`src/rtl/tns_encoder_pipe_if.sv`:
```
// Valid/ready bus between the TNS encoder pipeline and its source/sink.
// Carries code_ovf only when TNS_RANGE_CHK_EN is defined.

// Handshake: a word moves on a rising edge when valid & ready are both high.
// Valid never waits on ready, and while valid is high and ready is low,
// the payload is held stable by its producer.
interface tns_encoder_pipe_if #(
  parameter int NGRP = 2,
  parameter int DW   = 5
);
  logic              in_valid;
  logic              in_ready;
  logic [DW-1:0]     datain;
  logic              out_valid;
  logic              out_ready;
  logic [3*NGRP-1:0] codeout;
`ifdef TNS_RANGE_CHK_EN
  logic              code_ovf;

  modport master (
    output in_valid, datain, out_ready,
    input  in_ready, out_valid, codeout, code_ovf
  );
  modport slave (
    input  in_valid, datain, out_ready,
    output in_ready, out_valid, codeout, code_ovf
  );
`else
  modport master (
    output in_valid, datain, out_ready,
    input  in_ready, out_valid, codeout
  );
  modport slave (
    input  in_valid, datain, out_ready,
    output in_ready, out_valid, codeout
  );
`endif
endinterface

```
`src/rtl/tns_encoder_pipe.sv`:
```
// Pipelined TNS crosstalk-avoidance encoder, GPS groups resolved per stage, MSB group first.
// Optional TNS_RANGE_CHK_EN adds code_ovf and keeps overflowing words out of the history.

module tns_encoder_pipe #(
  parameter int NGRP = 2,
  parameter int DW   = 5,
  parameter int WW   = 5,
  parameter int GPS  = 1,
  parameter logic [3*NGRP*WW-1:0] WEIGHTS = {5'd10, 5'd5, 5'd5, 5'd2, 5'd1, 5'd1}
) (
  input  logic          clock,
  input  logic          reset,
  input  logic          hist_clr,
  tns_encoder_pipe_if.slave bus
);

  localparam int NSTG = (NGRP + GPS - 1) / GPS;
  localparam int CW   = 3 * NGRP;

  // pipeline state: stage s holds the word after its groups were resolved
  logic [NSTG-1:0] vld_q;
  logic [DW-1:0]   res_q  [NSTG];
  logic [CW-1:0]   code_q [NSTG];
  logic [NGRP-1:0] hist_q;

  // stage inputs and combinational results
  logic [NSTG-1:0] stg_in_vld;
  logic [DW-1:0]   stg_in_res  [NSTG];
  logic [CW-1:0]   stg_in_code [NSTG];
  logic [DW-1:0]   nxt_res  [NSTG];
  logic [CW-1:0]   nxt_code [NSTG];
  logic [NGRP-1:0] a_vec;
  logic [NGRP-1:0] upd_vec;

  logic [DW-1:0] r_t, wa_t, wb_t, wc_t;
  logic [CW-1:0] cw_t;
  logic          a_t, b_t, c_t;
  int            g_t;

  logic adv;

`ifdef TNS_RANGE_CHK_EN
  function automatic logic [31:0] weight_sum();
    logic [31:0] acc;
    acc = '0;
    for (int i = 0; i < 3 * NGRP; i++) acc = acc + 32'(WEIGHTS[i*WW +: WW]);
    return acc;
  endfunction

  localparam logic [31:0] WSUM = weight_sum();

  logic [NSTG-1:0] ovf_q;
  logic [NSTG-1:0] stg_in_ovf;
`endif

  assign adv           = bus.out_ready | ~vld_q[NSTG-1];
  assign bus.in_ready  = adv;
  assign bus.out_valid = vld_q[NSTG-1];
  assign bus.codeout   = code_q[NSTG-1];
`ifdef TNS_RANGE_CHK_EN
  // final residue is registered with the codeword, so this stays held like codeout
  assign bus.code_ovf  = ovf_q[NSTG-1] | (res_q[NSTG-1] != '0);
`endif

  always_comb begin
    stg_in_vld[0]  = bus.in_valid;
    stg_in_res[0]  = bus.datain;
    stg_in_code[0] = '0;
`ifdef TNS_RANGE_CHK_EN
    stg_in_ovf[0]  = (32'(bus.datain) > WSUM);
`endif
    for (int s = 1; s < NSTG; s++) begin
      stg_in_vld[s]  = vld_q[s-1];
      stg_in_res[s]  = res_q[s-1];
      stg_in_code[s] = code_q[s-1];
`ifdef TNS_RANGE_CHK_EN
      stg_in_ovf[s]  = ovf_q[s-1];
`endif
    end
  end

  always_comb begin
    a_vec   = '0;
    upd_vec = '0;
    r_t  = '0;
    cw_t = '0;
    wa_t = '0;
    wb_t = '0;
    wc_t = '0;
    a_t  = 1'b0;
    b_t  = 1'b0;
    c_t  = 1'b0;
    g_t  = 0;
    for (int s = 0; s < NSTG; s++) begin
      r_t  = stg_in_res[s];
      cw_t = stg_in_code[s];
      for (int k = 0; k < GPS; k++) begin
        g_t = NGRP - 1 - s * GPS - k;
        if (g_t >= 0) begin
          wa_t = '0;
          wb_t = '0;
          wc_t = '0;
          wa_t[WW-1:0] = WEIGHTS[WW*(3*g_t+2) +: WW];
          wb_t[WW-1:0] = WEIGHTS[WW*(3*g_t+1) +: WW];
          wc_t[WW-1:0] = WEIGHTS[WW*(3*g_t)   +: WW];
          // between A and A+C either leading bit is legal; repeat the last one
          if (r_t < wa_t)               a_t = 1'b0;
          else if (r_t >= wa_t + wc_t)  a_t = 1'b1;
          else                          a_t = hist_q[g_t];
          if (a_t) r_t = r_t - wa_t;
          b_t = (r_t >= wb_t);
          if (b_t) r_t = r_t - wb_t;
          c_t = (r_t >= wc_t);
          if (c_t) r_t = r_t - wc_t;
          cw_t[3*g_t +: 3] = {a_t, b_t, c_t};
          a_vec[g_t]   = a_t;
`ifdef TNS_RANGE_CHK_EN
          upd_vec[g_t] = stg_in_vld[s] & ~stg_in_ovf[s];
`else
          upd_vec[g_t] = stg_in_vld[s];
`endif
        end
      end
      nxt_res[s]  = r_t;
      nxt_code[s] = cw_t;
    end
  end

  always_ff @(posedge clock or posedge reset) begin
    if (reset) begin
      vld_q  <= '0;
      hist_q <= '0;
      for (int s = 0; s < NSTG; s++) begin
        res_q[s]  <= '0;
        code_q[s] <= '0;
      end
`ifdef TNS_RANGE_CHK_EN
      ovf_q <= '0;
`endif
    end else begin
      if (adv) begin
        vld_q <= stg_in_vld;
        for (int s = 0; s < NSTG; s++) begin
          res_q[s]  <= nxt_res[s];
          code_q[s] <= nxt_code[s];
        end
`ifdef TNS_RANGE_CHK_EN
        ovf_q <= stg_in_ovf;
`endif
      end
      // clear beats a same-edge update
      for (int g = 0; g < NGRP; g++) begin
        if (hist_clr)                hist_q[g] <= 1'b0;
        else if (adv && upd_vec[g])  hist_q[g] <= a_vec[g];
      end
    end
  end

endmodule

```
`src/flat_wrapper.sv`:
```
// flat-port wrapper written by rule: the top's interface ports become plain ports
module tns_encoder_pipe_flat 
#(
  parameter int NGRP = 2,
  parameter int DW   = 5,
  parameter int WW   = 5,
  parameter int GPS  = 1,
  parameter logic [3*NGRP*WW-1:0] WEIGHTS = {5'd10, 5'd5, 5'd5, 5'd2, 5'd1, 5'd1}
)
  (clock, reset, hist_clr, bus_in_valid, bus_datain, bus_out_ready, bus_in_ready, bus_out_valid, bus_codeout);
  tns_encoder_pipe_if #(.NGRP(NGRP), .DW(DW)) bus_i ();
  input  logic clock;
  input  logic reset;
  input  logic hist_clr;
  input wire logic [$bits(bus_i.in_valid)-1:0] bus_in_valid;
  input wire logic [$bits(bus_i.datain)-1:0] bus_datain;
  input wire logic [$bits(bus_i.out_ready)-1:0] bus_out_ready;
  output wire logic [$bits(bus_i.in_ready)-1:0] bus_in_ready;
  output wire logic [$bits(bus_i.out_valid)-1:0] bus_out_valid;
  output wire logic [$bits(bus_i.codeout)-1:0] bus_codeout;
  assign bus_i.in_valid = bus_in_valid;
  assign bus_i.datain = bus_datain;
  assign bus_i.out_ready = bus_out_ready;
  assign bus_in_ready = bus_i.in_ready;
  assign bus_out_valid = bus_i.out_valid;
  assign bus_codeout = bus_i.codeout;
  tns_encoder_pipe #(.NGRP(NGRP), .DW(DW), .WW(WW), .GPS(GPS), .WEIGHTS(WEIGHTS)) u_core (.clock(clock), .reset(reset), .hist_clr(hist_clr), .bus(bus_i));
endmodule
```
`config.mk`:
```
export PLATFORM = sky130hd
export DESIGN_NAME = tns_encoder_pipe_flat
export DESIGN_NICKNAME = d
export VERILOG_FILES = /design/src/rtl/tns_encoder_pipe_if.sv /design/src/rtl/tns_encoder_pipe.sv /design/src/flat_wrapper.sv
export SDC_FILE = /design/constraint.sdc
export NUM_CORES = 1
export LEC_CHECK = 0
export ABC_AREA = 1
export BUFFER_PORTS_ARGS = -buffer_cell sky130_fd_sc_hd__buf_4
export CAP_MARGIN = 20
export CORE_ASPECT_RATIO = 1.25
export CORE_MARGIN = 2
export CORE_UTILIZATION = 56
export CTS_CLUSTER_SIZE = 16
export DETAILED_ROUTE_END_ITERATION = 10
export MAX_ROUTING_LAYER = met4
export PLACE_DENSITY = 0.78
export SLEW_MARGIN = 40
export SYNTH_ARGS = -nofsm -noshare
export SYNTH_HDL_FRONTEND = slang
export SYNTH_SLANG_ARGS = --single-unit
```
`constraint.sdc`:
```
create_clock -name clock -period 2.7 [get_ports clock]
set_clock_uncertainty 0.15 [all_clocks]
set_input_delay 0.27 -clock clock [delete_from_list [all_inputs] [get_ports clock]]
set_output_delay 0.27 -clock clock [all_outputs]
set_load 0.005 [all_outputs]
```
==> metrics.cfg, run 1 <==
[sta]
hold_viol_final=0
period_needed_ns=2.342
rsz0062_at_grt=false
post-route-period-util_pct=86.73
maxSlewHeadroom_pct=56.07
setup-tns-final_ns=0
worstMarginPinSlew_ns=0.6583
timing.hold.ws_ns=0.05965
layout_setup_ws_ns=0.3584
drv_slew=0
max_freq_mhz=427.1
setup-violations-final=0

[logic_synthesis]
netlist.area_leader.share_pct=34.35
syn_avg_cell_area_um2=7.126
synthSimpleGateAreaFrac_pct=35.21
synthAdderAreaFrac_pct=3.817
synthMuxAreaShare_pct=0
synth_xor_area_share_pct=3.340
netlist_area_um2=1311
seq_area_frac_synth_pct=34.35
synth-compound-area-share_pct=10.78
yosysUniqueCellTypes=25
synth_area_leaders=dfrtp_1 34%, nand2_1 16%, inv_1 7.4%, nand2_4 4.3%, ha_1 3.8%
ys_ff_latch=18
synth_top_family_by_area=simple AND/OR/NAND/NOR gates
synth_top_area_cell=dfrtp_1
ys_warn_count=0
synth_cells=184
syn_nets=198

[placed_design]
hpwlAfterDp_mm=2.008
place_area_um2=1426
place_ws_ns=0.3630
gp_congestion=0.8488
io_buffers=17

[layout]
area_growth_pct=12.31
final_area_um2=1473
antenna_cells=0
drive_above_1_share_pct=21.21
layout.nets=213
nFillCells=199

[power]
power_frac_clock_pct=17.2
power_w=0.0009825
p_comb_share_pct=43.9
ir_drop_uv=289.8
swShare_pct=39.26
p_switching_w=0.0003858
p_int_w=0.0005968
p_leak_nw=0.8160
pwr-share-seq_pct=38.9
power_density_nw_per_um2=667.2

[floorplan]
initial_core_util_pct=59.31
die_w_um=47.28
core_area_um2=2211
row_count=19
io_pins=18
dieArea_um2=2747
die_h_um=58.10

[drt]
drc=0
drt-initial-drc-count=17
wl_per_cell_um=11.08
via_count=1142
vias_per_cell=4.987
wl_mm=2.538
final_antenna_net_count=0
drt-pass1-iter-count=3

[cts]
root_buffer=clkbuf_4
cts_made_buffers=3
post-cts-setup-buffers=0
htreeDepth=1
clk_path_buf_depth=2
cts_num_sinks=18
clock_latency_ns=0.30
clkTransAtPathRegs_ns=0.11
cts_tree=done

[global_routing]
grt_max_degree=21
antenna_found_initial=0
overflow=0
grt_pass1_wl_mm=4.236
grt_pass1_vias=1084
grt_util_all_layers_pct=21.59

[run_status]
status=completed

[setup_path]
crit_arrival_ns=2.36
cp_data_required_time_ns=2.72
critPathLaunchType=flip-flop
endpoint_kind=flip-flop
critical_path_class=reg -> reg
critPathMaxFanout=5

[min_path]
min_path_type=in -> reg

[job]
max-cap-violations=0

[logic make-up (layout without fill, tap and decap cells)]
kind of cell,after synthesis,in the layout
AND/OR/NAND/NOR,95,95
buffers and inverters,37,51
AO/OA/AOI/OAI,25,25
flip-flops,18,18
XOR/XNOR,5,5
adder cells (fa/ha/maj),4,4
[worst paths after layout]
path                              startpoint                    end  slack [ns]  cells past startpoint
setup / recovery             u_core.res_q[7]  u_core.bus.codeout[1]        0.36                     10
hold / removal                      hist_clr       u_core.hist_q[1]        0.06                      4
setup reg to reg             u_core.res_q[7]  u_core.bus.codeout[1]        0.36                     10
hold reg to reg            u_core.code_q[11]  u_core.bus.codeout[5]        0.34                      2
max in group asynchronous              reset        u_core.res_q[9]        1.50                      3
min in group asynchronous              reset  u_core.bus.codeout[1]        0.47                      3
[routing by layer]
metal	track usage, %	vias to the layer above	wire length [µm]
li1	-	598	-
met1	23.71	515	1117
met2	37.64	21	1303
met3	0.9346	8	45
met4	10.71	0	72
met5	-	-	0
[Yosys cell counts]
cell type	count
a211oi_1	1
a21oi_1	6
a31oi_1	3
buf_2	2
buf_4	6
clkbuf_1	1
dfrtp_1	18
ha_1	4
inv_1	26
inv_2	2
nand2_1	57
nand2_2	7
nand2_4	5
nand3_1	6
nand3_2	4
nand4_1	6
nor2_1	9
nor2_2	1
o21ai_0	9
o21ai_1	3
o21ai_2	1
o21bai_1	1
o2bb2ai_1	1
xnor2_1	1
xor2_1	4
[power groups by stage]
stage	Combinational, W	Clock [W]	Sequential [W]
after CTS	0.000433	0.000172	0.000383
after global routing	0.000490	0.000182	0.000393
after global placement	0.000412	0	0.000384
after floorplan	0.000346	0	0.000377
after detailed placement	0.000430	0	0.000389
final	0.000432	0.000169	0.000382
[critical path: stages (launching register included)]
cell	delay (ns)
dfrtp_1	0.41
inv_1	0.08
ha_1	0.18
nand2_1	0.06
a21oi_1	0.05
o21ai_0	0.29
nand2_1	0.19
o21ai_0	0.22
nand2_1	0.08
a211oi_1	0.37
a31oi_1	0.15
[per-stage QoR]
step,cells,util [%]
CTS,229,66.61
global route,229,66.61
detailed placement,224,64.52
floorplan,184,-
global placement,224,64.52
finish,229,66.61
[placed cells by master, fill, tap and decap left out]
cell type	Yosys	routed
nand2_4	5	5
nand2_1	57	57
o2bb2ai_1	1	1
ha_1	4	4
a21oi_1	6	6
o21ai_1	3	3
o21ai_0	9	9
o21ai_2	1	1
nor2_1	9	9
xnor2_1	1	1
nand2_2	7	7
clkbuf_4	0	3
xor2_1	4	4
nor2_2	1	1
inv_1	26	26
nand4_1	6	6
o21bai_1	1	1
a31oi_1	3	3
clkbuf_8	0	1
a211oi_1	1	1
buf_4	6	18
dfrtp_1	18	18
nand3_1	6	6
nand3_2	4	4
dlygate4sd3_1	0	1
inv_2	2	2
[sequential cells by signal (all words and copies together), names as in the netlist]
register            count
u_core.vld_q            2
u_core.res_q            5
u_core.code_q           3
u_core.bus.codeout      6
u_core.hist_q           2
[repair_timing]
item,4_1_cts,5_1_grt
endpoints found under the hold margin,18,0
resized for setup,0,0
hold buffers,1,0
setup endpoints to repair,0,0
[final cells by class]
class	count	area, µm²	share of cell area (%)
Timing Repair Buffer	19	145.1	9.856
Multi-Input combinational cell	129	696.9	47.32
Tap cell	31	38.79	2.634
Inverter	28	105.1	7.137
Sequential cell	18	450.4	30.59
Clock buffer	4	36.28	2.464
(Power assumes the default switching activity.)
==> inputs of run 2 (changes only) <==
- ABC_AREA: 1 -> not set
==> run 2 against run 1 <==
  * Cell count down 14%
  * Total power fell by 14%
  * Sequential cell count unchanged
  * Combinational power decreased by 28%
  * Die area shrank 0.88%
  * Synthesized cell count down 15%
  * Maximum frequency is 5.6% higher
  * Sequential share of layout area is 0.53 points higher
  * Critical path depth is 4 lower
  * Critical endpoint is now u_core.res_q[5]
  * Largest power group is now registers
==> metrics.cfg, run 2 <==
[job]
max-cap-violations=0

[drt]
wl_mm=2.784
drt-initial-drc-count=36
wl_per_cell_um=14.06
vias_per_cell=5.914
final_antenna_net_count=0
drt-pass1-iter-count=4
via_count=1171
drc=0

[logic_synthesis]
synth_cells=157
syn_avg_cell_area_um2=8.272
netlist_area_um2=1299
synthFlopType=dfrtp_1
syn_nets=171
yosysMostFrequentCell=nand2_1
seq_area_frac_synth_pct=34.68
ys_ff_latch=18
ys_async_sr_fraction_pct=100.0
synth_top_area_cell=dfrtp_1
ys_warn_count=0
synth_top_cells_by_count=23 x nand2_1, 18 x dfrtp_1, 17 x nor2_1
netlist.area_leader.share_pct=34.68
synth_edf_count=0
synth_area_leaders=dfrtp_1 35%, nand2_1 6.6%, nor2_1 4.9%, a21oi_1 3.9%, ha_1 3.9%
yosysUniqueCellTypes=45

[sta]
setup-violations-final=0
setup-tns-final_ns=0
maxSlewHeadroom_pct=55.33
max_freq_mhz=450.8
rsz0062_at_grt=false
hold_viol_final=0
drv_slew=0
post-route-period-util_pct=82.16
period_needed_ns=2.218
layout_setup_ws_ns=0.4817
worstMarginPinSlew_ns=0.6694

[placed_design]
place_ws_ns=0.1840
io_buffers=17
gp_congestion=0.9001
hpwlAfterDp_mm=2.127

[global_routing]
grt_pass1_vias=1125
overflow=0
grt_util_all_layers_pct=24.39
antenna_found_initial=0
grt_max_degree=25
grt_pass1_wl_mm=4.754

[setup_path]
rr_worst_depth=6
cp_data_required_time_ns=2.72
critical_path_class=reg -> reg
endpoint_kind=flip-flop
timing.rr.start=u_core.hist_q[1]
crit_arrival_ns=2.24
critPathMaxFanout=7
crit_path_start=u_core.hist_q[1]
critPathLaunchType=flip-flop
crit_end=u_core.res_q[5]
r2r-end=u_core.res_q[5]
rrSetupSlack_ns=0.48

[min_path]
min_delay_path_depth=2
min_path_type=in -> reg

[cts]
clk_path_buf_depth=2
root_buffer=clkbuf_4
clkTransAtPathRegs_ns=0.11
cts_made_buffers=3
cts_tree=done
cts-resized-gates=0
clock_latency_ns=0.30
post-cts-setup-buffers=0
htreeDepth=1
cts_num_sinks=18

[power]
pwr-share-seq_pct=43.1
power_frac_clock_pct=19.9
p_leak_nw=0.6454
p_int_w=0.0005539
power_density_nw_per_um2=582.5
p_comb_share_pct=37.0
p_switching_w=0.0002894
ir_drop_uv=277.8
swShare_pct=34.32
power_w=0.0008432

[floorplan]
dieArea_um2=2723
die_w_um=47.08
initial_core_util_pct=59.38
die_h_um=57.84
io_pins=18
row_count=19
core_area_um2=2187

[layout]
largest_register_ffs=6
nFillCells=192
mostFrequentLayoutCell=nand2_1
final_util_pct=66.19
drive_above_1_share_pct=18.56
most-common-layout-cells=23 x nand2_1, 18 x buf_4, 18 x dfrtp_1
layout.nets=182
area_growth_pct=11.46
antenna_cells=0

[run_status]
status=completed

## run 2: changes by cell type after synthesis, moves of 6 or more
cell	delta
nor2_1	+8
nand4_1	-6
nand2_1	-34
inv_1	-18
nand2_2	-7
## run 2: layout make-up
class / count / area, µm² / share of cell area (%)
clock buffer: 4 / 36.28 / 2.506
multi-input combinational: 117 / 737.0 / 50.91
sequential: 18 / 450.4 / 31.11
inverter: 8 / 30.03 / 2.074
timing repair buffer: 20 / 155.1 / 10.72
tap: 31 / 38.79 / 2.679
## run 2: logic make-up (layout without fill, tap and decap cells)
logic type      Yosys count  after routing  share of synthesized area, %
fa+ha+maj                 4              4                         3.854
simple gates             69             69                         26.40
compound gates           40             40                         23.51
buf+inv                  22             32                         8.574
flops                    18             18                         34.68
xor+xnor                  2              2                         1.349
mux                       2              2                         1.638
## run 2: critical path, stage by stage (launching register included)
cell and delay, ns:
dfrtp_1 0.48, a211oi_4 0.43, o31ai_4 0.16, and2_4 0.19, or3_4 0.37, o2111ai_2 0.20
nand3_1 0.10
## run 2: worst min path at each step
stage | startpoint | endpoint | slack [ns]
after global routing | bus_in_valid | u_core.hist_q[1] | 0.02
after floorplan | reset | u_core.bus.codeout[0] | 0.06
after global placement | reset | u_core.bus.codeout[4] | 0.24
final | bus_in_valid | u_core.hist_q[1] | 0.01
after detailed placement | reset | u_core.bus.codeout[4] | 0.25
after CTS | bus_in_valid | u_core.hist_q[1] | 0.02
## run 2: metal layers
layer,global-route usage (%),vias to the layer above,share of wire [%]
li1,-,574,-
met1,26.84,561,40
met2,42.47,29,55
met3,1.869,7,2.4
met4,11.51,0,2.4
met5,-,-,0
## run 2: power by group through the flow
stage / logic, W / clock network, W / registers, W
finish: 0.000312 / 0.000167 / 0.000364
global route: 0.000351 / 0.000179 / 0.000374
CTS: 0.000314 / 0.000166 / 0.000365
detailed placement: 0.000311 / 0 / 0.000370
global placement: 0.000298 / 0 / 0.000368
floorplan: 0.000246 / 0 / 0.000359
## run 2: what timing repair did
item                                   CTS  global route
endpoints found under the hold margin   20             0
hold buffers                             2             0
setup endpoints to repair                0             0
## run 2: through the flow
stage / instances / hold slack [ns] / instance area (µm²)
after global placement: 192 / 0.2450 / 1391
final: 198 / 0.009989 / 1448
after global routing: 198 / 0.01942 / 1448
after detailed placement: 192 / 0.2514 / 1391
after CTS: 198 / 0.01898 / 1448
after floorplan: 157 / 0.05857 / 1299
==> inputs of run 3 (changes only) <==
- clock period: 2.7 -> 2.1 ns (I/O delays scaled with it)
==> run 3 against run 2 <==
  * Core utilization is 6.5 points higher
  * Highest routed layer unchanged
  * Critical path type unchanged
  * Clock-buffer cell count is 1 lower
  * First-iteration DRC count is 8.3% lower
  * Cell area is 9.8% higher
  * Largest cell class unchanged
==> metrics.cfg, run 3 (synthesis gave the netlist of run 2 again) <==
[layout]
final-seq-area_um2=451.7
drive_above_1_share_pct=27.32
area_growth_pct=22.35
layout.nets=199
most-common-layout-cells=33 x buf_4, 23 x nand2_1, 17 x nor2_1, 17 x dfrtp_1, 10 x a21oi_1
multi_input_area_um2=757.0
antenna_cells=0
mostFrequentLayoutCell=buf_4
final-instance-count-excl-fill=214
nFillCells=186
final_area_um2=1589
largest_register_ffs=6

[setup_path]
critPathBufInv=0
crit_arrival_ns=2.00
max_stage_delay_ns=0.47
critical_path_class=reg -> reg
cp_data_required_time_ns=2.11
critPathLaunchType=flip-flop
crit_chain=nor2_2 -> o31ai_4 -> and2_4 -> or3_4 -> o2111ai_2 -> nand3_1
crit_slowest_cell=dfrtp_2
endpoint_kind=flip-flop
critPathMaxFanout=5
crit_family=simple AND/OR/NAND/NOR gates

[drt]
via_count=1213
drt-pass1-iter-count=4
wl_per_cell_um=13.72
wl_mm=2.937
drc=0
vias_per_cell=5.668
final_antenna_net_count=0
drt-initial-drc-count=33

[placed_design]
gp_congestion=1.001
place_area_um2=1524
post-place-cells=207
io_buffers=17
hpwlAfterDp_mm=2.273

[sta]
maxSlewHeadroom_pct=57.03
worstMarginPinSlew_ns=0.6439
setup-violations-final=0
post-route-period-util_pct=94.71
rsz0062_at_grt=false
hold_viol_final=0
drv_slew=0
period_needed_ns=1.989
max_freq_mhz=502.8

[cts]
cts_tree=done
clk_path_buf_depth=2
root_buffer=clkbuf_4
clock_latency_ns=0.28
cts_made_buffers=3
clkTransAtPathRegs_ns=0.09
htreeDepth=1
cts_num_sinks=18

[floorplan]
initial_core_util_pct=59.38
dieArea_um2=2723
core_area_um2=2187
row_count=19
die_w_um=47.08
die_h_um=57.84
io_pins=18

[global_routing]
grt_pass1_vias=1231
grt_util_all_layers_pct=26.14
grt_pass1_wl_mm=5.037
antenna_found_initial=0
grt_max_degree=19
overflow=0

[min_path]
min_path_type=in -> reg

[power]
p_leak_nw=0.7206
ir_drop_uv=352.5
power_density_nw_per_um2=685.6

[job]
max-cap-violations=0

[run_status]
status=completed

==> run 3: final cells by class <==
class,instances,area share [%]
Inverter,8,1.890
Tap cell,31,2.441
Timing Repair Buffer,37,18.19
Multi-Input combinational cell,117,47.64
Sequential cell,18,28.43
Clock buffer,3,1.417
==> run 3: stage by stage <==
| step | hold WS, ns | utilization (%) | TNS, ns | worst slack [ns] | power (W) |
|---|---|---|---|---|---|
| floorplan | -0.001430 | - | 0 | 0.0004714 | 0.0007842 |
| finish | 0.1009 | 72.65 | 0 | 0.1111 | 0.001089 |
| CTS | 0.08758 | 72.08 | 0 | 0.03436 | 0.001085 |
| detailed placement | 0.1958 | 69.68 | -0.07791 | -0.06612 | 0.0009169 |
| global route | 0.1235 | 72.65 | 0 | 0.002859 | 0.001183 |
| global placement | 0.1818 | 69.68 | -0.04655 | -0.04655 | 0.0008998 |
==> run 3: metal layers <==
metal	wire length, µm	track usage, %	vias up
li1	-	-	612
met1	1164	26.81	556
met2	1570	44.03	35
met3	68	3.115	10
met4	133	17.86	0
met5	0	-	-
==> run 3: final timing paths <==
check                                      start  cells past startpoint                    end  slack, ns
setup / recovery                u_core.hist_q[1]                      6        u_core.res_q[5]       0.11
min in group asynchronous                  reset                      3       u_core.code_q[9]       0.42
max in group asynchronous                  reset                      3       u_core.hist_q[1]       0.93
setup reg to reg                u_core.hist_q[1]                      6        u_core.res_q[5]       0.11
hold / removal                     bus_datain[0]                      3        u_core.res_q[5]       0.10
hold reg to reg            u_core.bus.codeout[4]                      2  u_core.bus.codeout[4]       0.32
==> run 3: power by group <==
part | total, W | internal (W) | switching (W) | leakage (nW)
Combinational | 0.000458 | 0.000234 | 0.000224 | 0.497
Clock | 0.000162 | 0.0000665 | 0.0000954 | 0.0138
Sequential | 0.000470 | 0.000419 | 0.0000509 | 0.209
Total | 0.00109 | 0.000720 | 0.000370 | 0.721
==> run 3: worst min-delay path: stages <==
cell       delay [ns]
buf_4            0.15
o2111ai_2        0.07
nand3_1          0.06
==> run 3: repair_timing <==
item | in CTS | in global routing
resized for setup | 0 | 3
hold endpoints to repair | 21 | 0
hold buffers | 3 | 0
endpoints found under the setup margin | 0 | 6
setup buffers | 0 | 1
